==> src/rtl/spi_pwm_sched_if.sv <==
// Purpose : bus bundle between the SPI receive path, the PWM counter and the
//           update scheduler.
// Ports   : rx_word/rx_valid/rx_ready - received command word handshake
//           period_end                - PWM wrap pulse
//           duty_act/period_act/ch_en - active PWM configuration
//           busy/err/status           - scheduler status
// Modports: master (host / PWM side), slave (scheduler)
interface spi_pwm_sched_if #(
    parameter int unsigned NCH    = 3,
    parameter int unsigned DUTY_W = 8
);
    logic [31:0]           rx_word;
    logic                  rx_valid;
    logic                  rx_ready;
    logic                  period_end;
    logic [NCH*DUTY_W-1:0] duty_act;
    logic [DUTY_W-1:0]     period_act;
    logic [NCH-1:0]        ch_en;
    logic                  busy;
    logic                  err;
    logic [31:0]           status;

    modport master (
        output rx_word, rx_valid, period_end,
        input  rx_ready, duty_act, period_act, ch_en, busy, err, status
    );

    modport slave (
        input  rx_word, rx_valid, period_end,
        output rx_ready, duty_act, period_act, ch_en, busy, err, status
    );
endinterface

==> src/rtl/spi_pwm_sched.sv <==
// Purpose : decodes 32-bit SPI commands into shadow duty/period/enable
//           registers and commits them atomically to the active PWM
//           configuration at a PWM period boundary.
// Ports   : clk - system clock (same as the PWM clock)
//           rst - asynchronous active-high reset
//           bus - spi_pwm_sched_if.slave (rx handshake, period_end,
//                 active configuration, busy/err/status)
// Options : define SPI_PWM_SCHED_WDOG_EN to add a host-silence watchdog that
//           disables all channels and flags err after 2**TO_W-1 idle cycles.
module spi_pwm_sched #(
    parameter int unsigned NCH    = 3,
    parameter int unsigned DUTY_W = 8,
    parameter int unsigned TO_W   = 20
) (
    input  logic            clk,
    input  logic            rst,
    spi_pwm_sched_if.slave  bus
);

    localparam logic [3:0] OP_NOP    = 4'h0;
    localparam logic [3:0] OP_DUTY   = 4'h1;
    localparam logic [3:0] OP_PERIOD = 4'h2;
    localparam logic [3:0] OP_EN     = 4'h3;
    localparam logic [3:0] OP_COMMIT = 4'h4;
    localparam logic [3:0] OP_CLRERR = 4'h5;
    localparam logic [3:0] NCH_L     = 4'(NCH);

    // Elaboration-time parameter range checks
    if (NCH < 1 || NCH > 8) begin : g_bad_nch
        $error("spi_pwm_sched: NCH out of range");
    end
    if (DUTY_W < 4 || DUTY_W > 16) begin : g_bad_duty_w
        $error("spi_pwm_sched: DUTY_W out of range");
    end
    if (TO_W < 2 || TO_W > 32) begin : g_bad_to_w
        $error("spi_pwm_sched: TO_W out of range");
    end

    typedef enum logic [1:0] {
        IDLE    = 2'd0,
        PENDING = 2'd1,
        APPLY   = 2'd2
    } state_t;

    state_t state_q, state_d;

    logic [3:0]        op;
    logic [3:0]        ch;
    logic [DUTY_W-1:0] data;
    logic              accept;

    logic [DUTY_W-1:0] shadow_duty [NCH];
    logic [DUTY_W-1:0] shadow_period;
    logic [NCH-1:0]    shadow_en;
    logic [7:0]        cmd_cnt;
    logic              wdog_fire;

    // Command field decode and next-state logic
    always_comb begin
        op      = bus.rx_word[31:28];
        ch      = bus.rx_word[27:24];
        data    = bus.rx_word[DUTY_W-1:0];
        accept  = bus.rx_valid && bus.rx_ready;
        state_d = state_q;
        unique case (state_q)
            IDLE:    if (accept && op == OP_COMMIT) state_d = PENDING;
            PENDING: if (bus.period_end)            state_d = APPLY;
            APPLY:                                  state_d = IDLE;
            default:                                state_d = IDLE;
        endcase
    end

    // Bits of the command word that no opcode uses
    logic unused_rx_bits;
    assign unused_rx_bits = ^bus.rx_word[23:DUTY_W];

`ifdef SPI_PWM_SCHED_WDOG_EN
    // Host-silence counter: cleared by any accepted word, saturates at all ones
    logic [TO_W-1:0] wdog_cnt;

    always_ff @(posedge clk or posedge rst) begin
        if (rst) begin
            wdog_cnt <= '0;
        end else if (accept) begin
            wdog_cnt <= '0;
        end else if (wdog_cnt != '1) begin
            wdog_cnt <= wdog_cnt + TO_W'(1);
        end
    end

    assign wdog_fire = (wdog_cnt == '1);
`else
    assign wdog_fire = 1'b0;
`endif

    // State, shadow, active and status registers
    always_ff @(posedge clk or posedge rst) begin
        if (rst) begin
            state_q        <= IDLE;
            bus.rx_ready   <= 1'b1;
            bus.busy       <= 1'b0;
            bus.err        <= 1'b0;
            cmd_cnt        <= '0;
            shadow_period  <= '1;
            shadow_en      <= '0;
            bus.duty_act   <= '0;
            bus.period_act <= '1;
            bus.ch_en      <= '0;
            for (int unsigned i = 0; i < NCH; i++) begin
                shadow_duty[i] <= '0;
            end
        end else begin
            state_q      <= state_d;
            // Handshake flags follow the state being entered so they stay registered
            bus.rx_ready <= (state_d == IDLE);
            bus.busy     <= (state_d != IDLE);

            if (accept) begin
                cmd_cnt <= cmd_cnt + 8'd1;
                unique case (op)
                    OP_NOP: ;
                    OP_DUTY: begin
                        if (ch < NCH_L) begin
                            for (int unsigned i = 0; i < NCH; i++) begin
                                if (ch == 4'(i)) shadow_duty[i] <= data;
                            end
                        end else begin
                            bus.err <= 1'b1;
                        end
                    end
                    OP_PERIOD: shadow_period <= data;
                    OP_EN:     shadow_en     <= bus.rx_word[NCH-1:0];
                    OP_COMMIT: ;
                    OP_CLRERR: bus.err       <= 1'b0;
                    default:   bus.err       <= 1'b1;
                endcase
            end

            // Atomic commit; duty is clamped so it never exceeds the period
            if (state_q == APPLY) begin
                for (int unsigned i = 0; i < NCH; i++) begin
                    bus.duty_act[i*DUTY_W +: DUTY_W] <=
                        (shadow_duty[i] > shadow_period) ? shadow_period : shadow_duty[i];
                end
                bus.period_act <= shadow_period;
                bus.ch_en      <= shadow_en;
            end

            // Watchdog has the final say over enables and err
            if (wdog_fire) begin
                bus.ch_en <= '0;
                shadow_en <= '0;
                bus.err   <= 1'b1;
            end
        end
    end

    // Status word is pure wiring of registered state
    assign bus.status = {bus.err, bus.busy, 6'b0, cmd_cnt, 8'b0, 8'(bus.ch_en)};

endmodule

==> src/flat_wrapper.sv <==
// flat-port wrapper written by rule: the top's interface ports become plain ports
module spi_pwm_sched_flat 
#(
    parameter int unsigned NCH    = 3,
    parameter int unsigned DUTY_W = 8,
    parameter int unsigned TO_W   = 20
)
  (clk, rst, bus_rx_word, bus_rx_valid, bus_period_end, bus_rx_ready, bus_duty_act, bus_period_act, bus_ch_en, bus_busy, bus_err, bus_status);
  spi_pwm_sched_if #(.NCH(NCH), .DUTY_W(DUTY_W)) bus_i ();
  input  logic clk;
  input  logic rst;
  input wire logic [$bits(bus_i.rx_word)-1:0] bus_rx_word;
  input wire logic [$bits(bus_i.rx_valid)-1:0] bus_rx_valid;
  input wire logic [$bits(bus_i.period_end)-1:0] bus_period_end;
  output wire logic [$bits(bus_i.rx_ready)-1:0] bus_rx_ready;
  output wire logic [$bits(bus_i.duty_act)-1:0] bus_duty_act;
  output wire logic [$bits(bus_i.period_act)-1:0] bus_period_act;
  output wire logic [$bits(bus_i.ch_en)-1:0] bus_ch_en;
  output wire logic [$bits(bus_i.busy)-1:0] bus_busy;
  output wire logic [$bits(bus_i.err)-1:0] bus_err;
  output wire logic [$bits(bus_i.status)-1:0] bus_status;
  assign bus_i.rx_word = bus_rx_word;
  assign bus_i.rx_valid = bus_rx_valid;
  assign bus_i.period_end = bus_period_end;
  assign bus_rx_ready = bus_i.rx_ready;
  assign bus_duty_act = bus_i.duty_act;
  assign bus_period_act = bus_i.period_act;
  assign bus_ch_en = bus_i.ch_en;
  assign bus_busy = bus_i.busy;
  assign bus_err = bus_i.err;
  assign bus_status = bus_i.status;
  spi_pwm_sched #(.NCH(NCH), .DUTY_W(DUTY_W), .TO_W(TO_W)) u_core (.clk(clk), .rst(rst), .bus(bus_i));
endmodule
==> config.mk <==
export PLATFORM = sky130hd
export DESIGN_NAME = spi_pwm_sched_flat
export DESIGN_NICKNAME = d
export VERILOG_FILES = /design/src/rtl/spi_pwm_sched_if.sv /design/src/rtl/spi_pwm_sched.sv /design/src/flat_wrapper.sv
export SDC_FILE = /design/constraint.sdc
export NUM_CORES = 1
export LEC_CHECK = 0
export CORE_MARGIN = 1
export CORE_UTILIZATION = 35
export DETAILED_ROUTE_END_ITERATION = 8
export PLACE_DENSITY = 0.62
export SYNTH_ARGS = -nofsm -noshare
export SYNTH_HDL_FRONTEND = slang
export SYNTH_SLANG_ARGS = --single-unit
==> constraint.sdc <==
create_clock -name clk -period 2.8 [get_ports clk]
set_clock_uncertainty 0.1 [all_clocks]
set_input_delay 0.42 -clock clk [delete_from_list [all_inputs] [get_ports clk]]
set_output_delay 0.42 -clock clk [all_outputs]
set_load 0.05 [all_outputs]
==> results of run 1 <==
where the power goes:
group,internal (mW),switching [mW]
Clock,0.723,0.498
Combinational,0.958,1.90
Sequential,1.65,0.311
area by class of cell:
type,count,area (µm²),share of cell area (%)
clock buffer,10,239,4.48
clock inverter,6,71.3,1.34
inverter,13,50.0,0.939
multi-input combinational,288,1930,36.2
sequential,83,2100,39.3
tap,143,179,3.36
timing repair buffer,77,766,14.4
metrics by stage:
step	cells	utilization, %	power (mW)	setup WS (ns)
global route	620	45.9	6.38	0.121
detailed placement	604	43.2	4.85	0.329
floorplan	418	-	3.92	0.171
global placement	604	43.2	4.80	0.352
CTS	620	45.9	6.09	0.390
finish	620	45.9	6.04	0.361
registers in the layout (all words and copies together), names as in the netlist:
| register | cells |
|---|---|
| u_core.state_q | 2 |
| u_core.shadow_duty | 24 |
| u_core.bus.duty_act | 24 |
| u_core.bus.rx_ready | 1 |
| u_core.bus.ch_en | 3 |
| u_core.shadow_period | 8 |
| u_core.bus.busy | 1 |
| u_core.cmd_cnt | 8 |
| u_core.bus.err | 1 |
| u_core.bus.period_act | 8 |
| u_core.shadow_en | 3 |
final timing paths:
path	depth (start not counted)	end	startpoint
setup reg to reg	6	u_core.bus.duty_act[21]	u_core.shadow_period[7]
max in group asynchronous	3	u_core.shadow_period[5]	rst
setup / recovery	6	u_core.bus.duty_act[21]	u_core.shadow_period[7]
min in group clk	2	u_core.bus.period_act[0]	u_core.bus.period_act[0]
hold reg to reg	2	u_core.bus.period_act[0]	u_core.bus.period_act[0]
hold / removal	2	u_core.cmd_cnt[5]	rst
routing by layer:
metal  up-vias  global-route usage (%)
met4         0                    4.98
met1      1552                    22.2
met2        89                    28.2
li1       1528                       -
met5         -                       0
met3        10                    3.43
logic make-up (layout without fill, tap and decap cells):
family / Yosys count / after routing / share of synthesized area, %
AO/OA/AOI/OAI: 85 / 85 / 11.6
XOR/XNOR: 7 / 7 / 1.45
adder cells (fa/ha/maj): 25 / 25 / 7.39
buffers and inverters: 47 / 106 / 6.65
flip-flops: 83 / 83 / 49.6
multiplexers: 34 / 34 / 9.75
other: 1 / 19 / 0.0886
AND/OR/NAND/NOR: 118 / 118 / 13.5
cell usage after synthesis, drive strengths merged, types with 2 or more instances:
| cell type | count | area, µm² |
|---|---|---|
| inv | 13 | 48.8 |
| nor2b | 8 | 52.6 |
| ha | 25 | 313 |
| dfstp | 17 | 447 |
| nand3 | 24 | 120 |
| nand2 | 34 | 128 |
| buf | 26 | 203 |
| nand4 | 12 | 90.1 |
| xor2 | 2 | 17.5 |
| dfrtp | 66 | 1650 |
| a211oi | 3 | 22.5 |
| o31ai | 2 | 15.0 |
| clkbuf | 8 | 30.0 |
| nor2 | 33 | 131 |
| o21ai | 38 | 190 |
| o211ai | 3 | 22.5 |
| a21oi | 10 | 50.1 |
| xnor2 | 5 | 43.8 |
| mux2 | 34 | 413 |
| a31oi | 25 | 156 |
| a211o | 3 | 26.3 |
==> summary.md, run 1 <==
| Metric | Value |
|---|---|
| Total met3 wirelength after detailed routing | 446 µm |
| Predominant post-synthesis flop cell | sky130_fd_sc_hd__dfrtp_1 |
| Type of the worst setup path | reg -> reg |
| Cell type group with the largest total delay on the critical path | compound AO/OA/AOI/OAI gates |
| Worst path buffer plus inverter count | 1 |
| Via count of the first global-routing pass | ~3200 |
| Depth of the CTS H-tree | 3 |
| Wire length of the first global-routing pass | between 15000 and 20000 µm |
| Final WL | 9870 µm |
| Combined global-route utilization of all metal layers | 16.9% |
| TritonCTS clock tree | yes |
| Vert. Die Dim | about 110 µm |
| Setup-failing EPs final | 0 |
| Via count | between 3000 and 4000 |
| Die X-Extent | about 110 µm |
| Data arrival time of the critical path | ~2.6 ns |
| Number of max-slew violations in the final report | 0 |
| Slowest cell on the critical path | sky130_fd_sc_hd__dfstp_2 |
| Number of warnings reported in the yosys synthesis log | 0 |
| Topmost layer with routed signal wires | met4 |
| GPL Wtd Cong | 0.835 |
| Count of nets left with antenna violations after detail routing | 0 |
| # clock sinks | between 80 and 90 |
| Netlist area before placement | 0.00423 mm² |
| Max-slew headroom at the worst pin | approximately 57% |
| Met2 WL post-DR | approximately 4800 µm |
| Most frequent cells in the layout | sky130_fd_sc_hd__clkdlybuf4s50_1 (70), sky130_fd_sc_hd__dfrtp_1 (66), sky130_fd_sc_hd__o21ai_0 (35) |
| Buffers added on ports | 70 |
| Starting Density | ~36% |
| Mean post-synth cell area | about 11 µm² |
| Antenna diode instance count | 0 |
| Seq/Total Area, Yosys | about 50% |
| Synth-to-layout area growth | 25.9% |
| Ordered list of cells on the worst path | inv_1 > ha_1 > nand4_1 > o21ai_1 > nand3_1 > a31oi_1 |
| Avg WL per Cell | about 16 µm |
| Initial DRC count | 195 |
| Grt total ovfl | 0 |
| Delay of the slowest critical-path stage | slightly below 0.6 ns |
| Post-synthesis cell count | 400 |
| FF-to-FF setup slack | between 0.3 and 0.4 ns |
| Peak ir drop on the vdd network | 0.584 mV |
| Flip-flop and latch count after synthesis | 83 |
| Pin count of the biggest net entering global routing | 53 |
| Final Hold Vio Count | 0 |
| Power per Cell Area | 1130 mW/mm² |
| Routed length on met1 | approximately 4400 µm |
| Worst-case clock buffer depth | 2 |
| Period Utilization, post-route | 87.1% |
| Hold Buf Count CTS | 0 |
| Share of cells above drive strength 1 | 17.0% |
| Element type at the critical path start | flip-flop |
| Setup TNS | 0 ns |
| Slew @ Worst Pin | around 0.64 ns |
| Number of top-level design ports | ~110 |
| Leakage power | 2.33 nW |
| Instance area after placement | 0.00502 mm² |
| Vias per inst | about 5.1 |
| Async S/R FF share, synth | 100% |
| Number of distinct library cells after synthesis | 36 |
| Clk Latency, worst-skew pair | about 0.34 ns |
| Site Rows | 39 |
| Buffers inserted during post-CTS setup optimization | 0 |
| Filler Cell Count | 1085 |
| Total die area | between 0.01 and 0.015 mm² |
| Cts bufs inserted | 9 |
| Kind of end point of the critical path | flip-flop |
| Post-route DRC violation count | 8 |
| Post-detailed-placement half-perimeter wirelength | a little over 7000 µm |
| Number of max-capacitance violations reported | 0 |
| Time the final worst path needs with I/O delays and setup | 2.44 ns |
| RSZ-0062 raised after global routing | no |
| Resized Gates After CTS | 0 |
| Most common cell after layout, fill and taps aside | sky130_fd_sc_hd__clkdlybuf4s50_1 |
| Library cell used as clock root buffer | sky130_fd_sc_hd__clkbuf_16 |
| Worst hold slack after final layout | roughly 0.36 ns |
| Fmax | about 410 MHz |
| First drt pass iteration count | 9 |
| Classification of the worst-slack hold path | in -> async |
| Layout Nets | around 530 |
| Highest fanout seen on the critical path | 8 |
| Number of antenna violations at the first check in global routing | 0 |
| Violated checks | DRC |
| Summed area of non-filler cells in the final layout | around 0.0053 mm² |
| Count of flip-flops with a built-in enable after synthesis | 0 |
| Required time at the worst-slack endpoint | roughly 3.0 ns |
| Placeable core region | 0.0116 mm² |
| Clock-pin slew on the worst setup and hold paths | approximately 0.07 ns |
| Result of the run | finished with violations |
Note: power is estimated with default switching activity, not from simulation.
==> run 2: changes to the inputs <==
--- a/config.mk
+++ b/config.mk
@@ -5,10 +5,13 @@
 export SDC_FILE = /design/constraint.sdc
 export NUM_CORES = 1
 export LEC_CHECK = 0
+export CELL_PAD_IN_SITES_DETAIL_PLACEMENT = 0
+export CELL_PAD_IN_SITES_GLOBAL_PLACEMENT = 1
 export CORE_MARGIN = 1
 export CORE_UTILIZATION = 35
 export DETAILED_ROUTE_END_ITERATION = 8
-export PLACE_DENSITY = 0.62
+export PLACE_DENSITY = 0.77
 export SYNTH_ARGS = -nofsm -noshare
 export SYNTH_HDL_FRONTEND = slang
 export SYNTH_SLANG_ARGS = --single-unit
+export TNS_END_PERCENT = 20
==> run 2 against run 1 <==
Against the previous run: the flow still finishes with violations (DRC); sequential power is essentially flat; cell area is the same; clock power is essentially flat; worst hold slack is essentially flat; final cell count is the same; setup slack gained 0.020 ns; flip-flop and latch count is the same; maximum frequency grew 0.81%; via count is the same; clock-buffer cell count grew 1; register-to-register slack gained 0.02 ns; critical path type unchanged; largest power group unchanged.
==> summary.md, run 2 (same netlist as run 1, synthesis figures left out) <==
| Metric | Value |
|---|---|
| Result of the run | finished with violations (unchanged) |
| Violated checks | DRC (unchanged) |
| Most frequent cells in the layout | sky130_fd_sc_hd__clkdlybuf4s50_1 (70), sky130_fd_sc_hd__dfrtp_1 (66), sky130_fd_sc_hd__o21ai_0 (35) (unchanged) |
| GPL Wtd Cong | 0.859 (was 0.835) |
| Buffers added on ports | 70 (unchanged) |
| Setup TNS | 0 ns (unchanged) |
| Endpoint of the worst-slack reg-to-reg timing path | u_core.bus.duty_act[4] (was u_core.bus.duty_act[21]) |
| Slowest cell on the critical path | sky130_fd_sc_hd__dfstp_2 (unchanged) |
| Summed area of non-filler cells in the final layout | 0.00533 mm² (unchanged) |
| Required time at the worst-slack endpoint | 2.96 ns (was 2.95 ns) |
| Starting Density | 36.5% (unchanged) |
| Placeable core region | 0.0116 mm² (unchanged) |
| Slew @ Worst Pin | 0.622 ns (was 0.640 ns) |
| Number of top-level design ports | 106 (unchanged) |
| Worst r2r src | u_core.shadow_period[7] (unchanged) |
| Post-route DRC violation count | 3 (was 8) |
| Die X-Extent | 112 µm (unchanged) |
| Final WL | 10300 µm (was 9870 µm) |
| Highest fanout seen on the critical path | 8 (unchanged) |
| First drt pass iteration count | 8 (was 9) |
| RSZ-0062 raised after global routing | no (unchanged) |
| Leakage power | 2.33 nW (about the same) |
| Layout Nets | 533 (unchanged) |
| Worst-case clock buffer depth | 2 (unchanged) |
| Delay of the slowest critical-path stage | 0.61 ns (was 0.58 ns) |
| FF-to-FF setup slack | 0.38 ns (was 0.36 ns) |
| Count of nets left with antenna violations after detail routing | 0 (unchanged) |
| Power per Cell Area | 1140 mW/mm² (was 1130 mW/mm²) |
| Pin count of the biggest net entering global routing | 84 (was 53) |
| Avg WL per Cell | 16.5 µm (was 15.9 µm) |
| Total power | 6.08 mW (was 6.04 mW) |
| Cts bufs inserted | 9 (unchanged) |
| Synth-to-layout area growth | 25.9% (unchanged) |
| Period Utilization, post-route | 86.4% (was 87.1%) |
| Share of cells above drive strength 1 | 16.6% (was 17.0%) |
| Max-slew headroom at the worst pin | 58.5% (was 57.1%) |
| Via count of the first global-routing pass | 3266 (was 3247) |
| End of the worst hold path | u_core.bus.period_act[0] |
| Worst path buffer plus inverter count | 1 (unchanged) |
| Fmax | 413 MHz (was 410 MHz) |
| Critical Path Stages | 6 (unchanged) |
| Vias per inst | 5.13 (unchanged) |
| Classification of the worst-slack hold path | reg -> reg (was in -> async) |
| Most common cell after layout, fill and taps aside | sky130_fd_sc_hd__clkdlybuf4s50_1 (unchanged) |
| Number of antenna violations at the first check in global routing | 0 (unchanged) |
| Vert. Die Dim | 112 µm (unchanged) |
| Grt total ovfl | 0 (unchanged) |
| Clock-pin slew on the worst setup and hold paths | 0.06 ns (was 0.07 ns) |
| Data arrival time of the critical path | 2.58 ns (was 2.59 ns) |
| Hold-critical path depth | 2 |
| Peak ir drop on the vdd network | 0.493 mV (was 0.584 mV) |
| Number of max-capacitance violations reported | 0 (unchanged) |
| Reg2reg path depth | 6 (unchanged) |
| Number of max-slew violations in the final report | 0 (unchanged) |
| Filler Cell Count | 1093 (was 1085) |
| Post-detailed-placement half-perimeter wirelength | 7380 µm (was 7250 µm) |
| Library cell used as clock root buffer | sky130_fd_sc_hd__clkbuf_16 (unchanged) |
| Antenna diode instance count | 0 (unchanged) |
| TritonCTS clock tree | yes (unchanged) |
| Via count | 3179 (unchanged) |
| Total die area | 0.0125 mm² (unchanged) |
| Depth of the CTS H-tree | 3 (unchanged) |
| Kind of end point of the critical path | flip-flop (unchanged) |
| Buffers inserted during post-CTS setup optimization | 0 (unchanged) |
| Hold Buf Count CTS | 0 (unchanged) |
| Time the final worst path needs with I/O delays and setup | 2.42 ns (was 2.44 ns) |
| Clk Latency, worst-skew pair | 0.34 ns (about the same) |
| Final Hold Vio Count | 0 (unchanged) |
| Element type at the critical path start | flip-flop (unchanged) |
| Initial DRC count | 194 (was 195) |
| Wire length of the first global-routing pass | 17000 µm (was 16500 µm) |
| Combined global-route utilization of all metal layers | 17.7% (was 16.9%) |
| Instance area after placement | 0.00502 mm² (unchanged) |
| Setup-failing EPs final | 0 (unchanged) |
| Start point of the worst hold path | u_core.bus.period_act[0] |
| Cell type group with the largest total delay on the critical path | compound AO/OA/AOI/OAI gates (unchanged) |
| # clock sinks | 83 (unchanged) |
| Ordered list of cells on the worst path | inv_1 > ha_1 > nand4_1 > o21ai_1 > nand3_1 > a31oi_1 (unchanged) |
| Resized Gates After CTS | 0 (unchanged) |
| Type of the worst setup path | reg -> reg (unchanged) |
| Site Rows | 39 (unchanged) |
| Largest registers | u_core.bus.duty_act x24, u_core.shadow_duty x24 (unchanged) |
run 2: cell types whose count changed in the layout (fill, tap and decap cells not counted):
cell                         delta
sky130_fd_sc_hd__inv_6          -2
sky130_fd_sc_hd__clkinv_4       -1
sky130_fd_sc_hd__clkinv_2       +2
sky130_fd_sc_hd__clkbuf_8       -1
sky130_fd_sc_hd__bufinv_16      +1
sky130_fd_sc_hd__clkbuf_1       +2
sky130_fd_sc_hd__clkinvlp_4     -1
run 2: where the power goes:
group	internal, mW	switching, mW	total, mW
Combinational	0.959	1.90	2.86
Sequential	1.65	0.343	1.99
Clock	0.778	0.449	1.23
Total	3.39	2.69	6.08
run 2: worst max-delay path by stage:
stage	startpoint	end	slack, ns
after floorplan	rst	u_core.bus.busy	0.17
after global placement	bus_rx_word[28]	u_core.shadow_duty[6]	0.39
after detailed placement	bus_rx_word[28]	u_core.shadow_duty[0]	0.33
after CTS	u_core.shadow_period[7]	u_core.bus.duty_act[5]	0.42
after global routing	u_core.shadow_period[7]	u_core.bus.duty_act[4]	0.15
final	u_core.shadow_period[7]	u_core.bus.duty_act[4]	0.38
run 2: cell type report:
| class | instances | area [µm²] | area share [%] |
|---|---|---|---|
| clock buffers | 11 | 233 | 4.36 |
| clock inverters | 5 | 77.6 | 1.45 |
| inverters | 13 | 50.0 | 0.939 |
| multi-input cells | 288 | 1930 | 36.2 |
| flip-flops and latches | 83 | 2100 | 39.3 |
| well taps | 143 | 179 | 3.36 |
| repair buffers | 77 | 766 | 14.4 |
run 2: through the flow:
step                      hold slack [ns]  std cells  worst slack, ns  util (%)
after floorplan                     0.328        418            0.171         -
after global placement              0.351        604            0.387      43.2
after detailed placement            0.355        604            0.326      43.2
after CTS                           0.366        620            0.423      45.9
after global routing                0.379        620            0.154      45.9
final                               0.359        620            0.380      45.9
run 2: routing by layer:
layer / global-route usage [%] / up-vias / routed length, µm
li1: - / 1533 / -
met1: 23.2 / 1544 / 4750
met2: 28.4 / 81 / 4750
met3: 3.32 / 21 / 484
met4: 8.44 / 0 / 269
met5: 0 / - / 0
run 2: worst register-to-register path, cell delays in order, from the launching register on:
cell                      delay [ns]
sky130_fd_sc_hd__dfstp_2        0.61
sky130_fd_sc_hd__inv_1          0.17
sky130_fd_sc_hd__ha_1           0.36
sky130_fd_sc_hd__nand4_1        0.19
sky130_fd_sc_hd__o21ai_1        0.53
sky130_fd_sc_hd__nand3_1        0.19
sky130_fd_sc_hd__a31oi_1        0.20
==> run 3: changes to the inputs <==
--- a/config.mk
+++ b/config.mk
@@ -7,10 +7,11 @@
 export LEC_CHECK = 0
 export CELL_PAD_IN_SITES_DETAIL_PLACEMENT = 0
 export CELL_PAD_IN_SITES_GLOBAL_PLACEMENT = 1
-export CORE_MARGIN = 1
+export CORE_MARGIN = 2
 export CORE_UTILIZATION = 35
 export DETAILED_ROUTE_END_ITERATION = 8
 export PLACE_DENSITY = 0.77
+export SLEW_MARGIN = 20
 export SYNTH_ARGS = -nofsm -noshare
 export SYNTH_HDL_FRONTEND = slang
 export SYNTH_SLANG_ARGS = --single-unit
==> run 3 against run 2 <==
Against the previous run: the flow now finishes without violations; flip-flop and latch count did not move; non-clock buffer count rose by 3; final cell count rose by 1.1%; first-iteration DRC count fell by 3.6%; via count rose by 2.6%; power rose by 2.8%; sequential power barely moved; core utilization fell by 0.64 points; clock-buffer cell count fell by 1; register-to-register slack barely moved; combinational power barely moved; highest routed layer unchanged.
==> summary.md, run 3 (same netlist as run 1, synthesis figures left out) <==
| Metric | Value |
|---|---|
| Pin count of the biggest net entering global routing | 37 (was 84) |
| GPL Wtd Cong | 0.867 (was 0.859) |
| Clock-pin slew on the worst setup and hold paths | 0.07 ns (was 0.06 ns) |
| Leakage power | 2.36 nW (was 2.33 nW) |
| Type of the worst setup path | reg -> reg (unchanged) |
| Required time at the worst-slack endpoint | 2.95 ns (was 2.96 ns) |
| Library cell used as clock root buffer | sky130_fd_sc_hd__clkbuf_16 (unchanged) |
| Share of cells above drive strength 1 | 17.3% (was 16.6%) |
| Combined global-route utilization of all metal layers | 17.5% (was 17.7%) |
| Final worst setup slack | 0.378 ns (was 0.380 ns) |
| Filler Cell Count | 1130 (was 1093) |
| Cts bufs inserted | 9 (unchanged) |
| Largest registers | u_core.bus.duty_act x24, u_core.shadow_duty x24 (unchanged) |
| Grt total ovfl | 0 (unchanged) |
| Vert. Die Dim | 114 µm (was 112 µm) |
| First drt pass iteration count | 4 (was 8) |
| GRT busiest layer | met2 (unchanged) |
| Resized Gates After CTS | 0 (unchanged) |
| Setup TNS | 0 ns (unchanged) |
| Final Hold Vio Count | 0 (unchanged) |
| Most frequent cells in the layout | sky130_fd_sc_hd__clkdlybuf4s50_1 (70), sky130_fd_sc_hd__dfrtp_1 (66), sky130_fd_sc_hd__o21ai_0 (35) (unchanged) |
| Period Utilization, post-route | 86.5% (was 86.4%) |
| Count of nets left with antenna violations after detail routing | 0 (unchanged) |
| Result of the run | completed (was finished with violations) |
| Buffers added on ports | 70 (unchanged) |
| Max-slew headroom at the worst pin | 59.3% (was 58.5%) |
| Via count of the first global-routing pass | 3222 (was 3266) |
| Avg WL per Cell | 17.3 µm (was 16.5 µm) |
| Worst-case clock buffer depth | 2 (unchanged) |
| Met3 global-route usage | 2.55% (was 3.32%) |
| Post-placement worst setup slack | 0.319 ns (was 0.326 ns) |
| Classification of the worst-slack hold path | in -> async (was reg -> reg) |
| Layout Nets | 536 (was 533) |
| Most common cell after layout, fill and taps aside | sky130_fd_sc_hd__clkdlybuf4s50_1 (unchanged) |
| RSZ-0062 raised after global routing | no (unchanged) |
| Power per Cell Area | 1160 mW/mm² (was 1140 mW/mm²) |
| Time the final worst path needs with I/O delays and setup | 2.42 ns (about the same) |
| Wire length of the first global-routing pass | 17200 µm (was 17000 µm) |
| Starting Density | 35.5% (was 36.5%) |
| Met2 global-route usage | 27.1% (was 28.4%) |
| Initial DRC count | 187 (was 194) |
| Total die area | 0.0130 mm² (was 0.0125 mm²) |
| Placeable core region | 0.0119 mm² (was 0.0116 mm²) |
| Number of antenna violations at the first check in global routing | 0 (unchanged) |
| Number of max-capacitance violations reported | 0 (unchanged) |
| Peak ir drop on the vdd network | 0.416 mV (was 0.493 mV) |
| Reg2reg path depth | 6 (unchanged) |
| Number of max-slew violations in the final report | 0 (unchanged) |
| Clk Latency, worst-skew pair | 0.34 ns (about the same) |
| Synth-to-layout area growth | 27.4% (was 25.9%) |
| Post-detailed-placement half-perimeter wirelength | 7740 µm (was 7380 µm) |
| Antenna diode instance count | 0 (unchanged) |
| Summed area of non-filler cells in the final layout | 0.00539 mm² (was 0.00533 mm²) |
| Area used by multi-input combinational logic | 0.00193 mm² (unchanged) |
| Depth of the CTS H-tree | 3 (unchanged) |
| Highest fanout seen on the critical path | 8 (unchanged) |
| Buffers inserted during post-CTS setup optimization | 0 (unchanged) |
| Site Rows | 40 (was 39) |
| Element type at the critical path start | flip-flop (unchanged) |
| Via count | 3263 (was 3179) |
| Hold Buf Count CTS | 0 (unchanged) |
| Kind of end point of the critical path | flip-flop (unchanged) |
| TritonCTS clock tree | yes (unchanged) |
| Storage element area | 0.00210 mm² (unchanged) |
| Post-route DRC violation count | 0 (was 3) |
| Die X-Extent | 114 µm (was 112 µm) |
| Slew @ Worst Pin | 0.609 ns (was 0.622 ns) |
| Post-route non-filler standard cell count | 627 (was 620) |
| Instance area after placement | 0.00505 mm² (was 0.00502 mm²) |
| Fmax | 413 MHz (about the same) |
| Number of top-level design ports | 106 (unchanged) |
| Setup-failing EPs final | 0 (unchanged) |
| Final WL | 10900 µm (was 10300 µm) |
| Vias per inst | 5.20 (was 5.13) |
| # clock sinks | 83 (unchanged) |
| Data arrival time of the critical path | 2.57 ns (was 2.58 ns) |
| Post-Place Cells | 611 (was 604) |
| M1 GR Usage | 24.0% (was 23.2%) |
run 3: stage by stage:
stage | util, % | hold WS (ns) | power [mW]
after floorplan | - | 0.328 | 3.92
after global placement | 42.4 | 0.351 | 4.85
after detailed placement | 42.4 | 0.359 | 4.91
after CTS | 45.3 | 0.369 | 6.29
after global routing | 45.3 | 0.394 | 6.60
final | 45.3 | 0.357 | 6.25
run 3: final cells by class:
cell class	instances	area share [%]
tap	147	3.41
sequential	83	38.9
inverter	13	0.928
clock inverter	6	2.11
multi-input combinational	288	35.8
timing repair buffer	80	14.6
clock buffer	10	4.25
run 3: routing by layer:
metal	routed length, µm	vias to the layer above
li1	-	1537
met1	4940	1596
met2	4950	107
met3	633	23
met4	328	0
met5	0	-
run 3: path summary, 6_finish.rpt:
| check | start | to | slack, ns |
|---|---|---|---|
| min in group clk | u_core.bus.period_act[0] | u_core.bus.period_act[0] | 0.36 |
| setup reg to reg | u_core.shadow_period[7] | u_core.bus.duty_act[7] | 0.38 |
| hold / removal | rst | u_core.bus.duty_act[17] | 0.36 |
| setup / recovery | u_core.shadow_period[7] | u_core.bus.duty_act[7] | 0.38 |
| max in group asynchronous | rst | u_core.bus.duty_act[2] | 1.53 |
| hold reg to reg | u_core.bus.period_act[0] | u_core.bus.period_act[0] | 0.36 |
run 3: power by group:
part           switching (mW)  internal, mW
combinational            1.92         0.968
clock                   0.487         0.875
sequential              0.348          1.65
total                    2.76          3.49
run 3: critical path, cell delays in order, from the launching register on:
cell and delay [ns]:
sky130_fd_sc_hd__dfstp_2 0.63, sky130_fd_sc_hd__inv_1 0.16, sky130_fd_sc_hd__ha_1 0.35, sky130_fd_sc_hd__nand4_1 0.18, sky130_fd_sc_hd__o21ai_1 0.54, sky130_fd_sc_hd__nand3_1 0.17
sky130_fd_sc_hd__a31oi_1 0.20
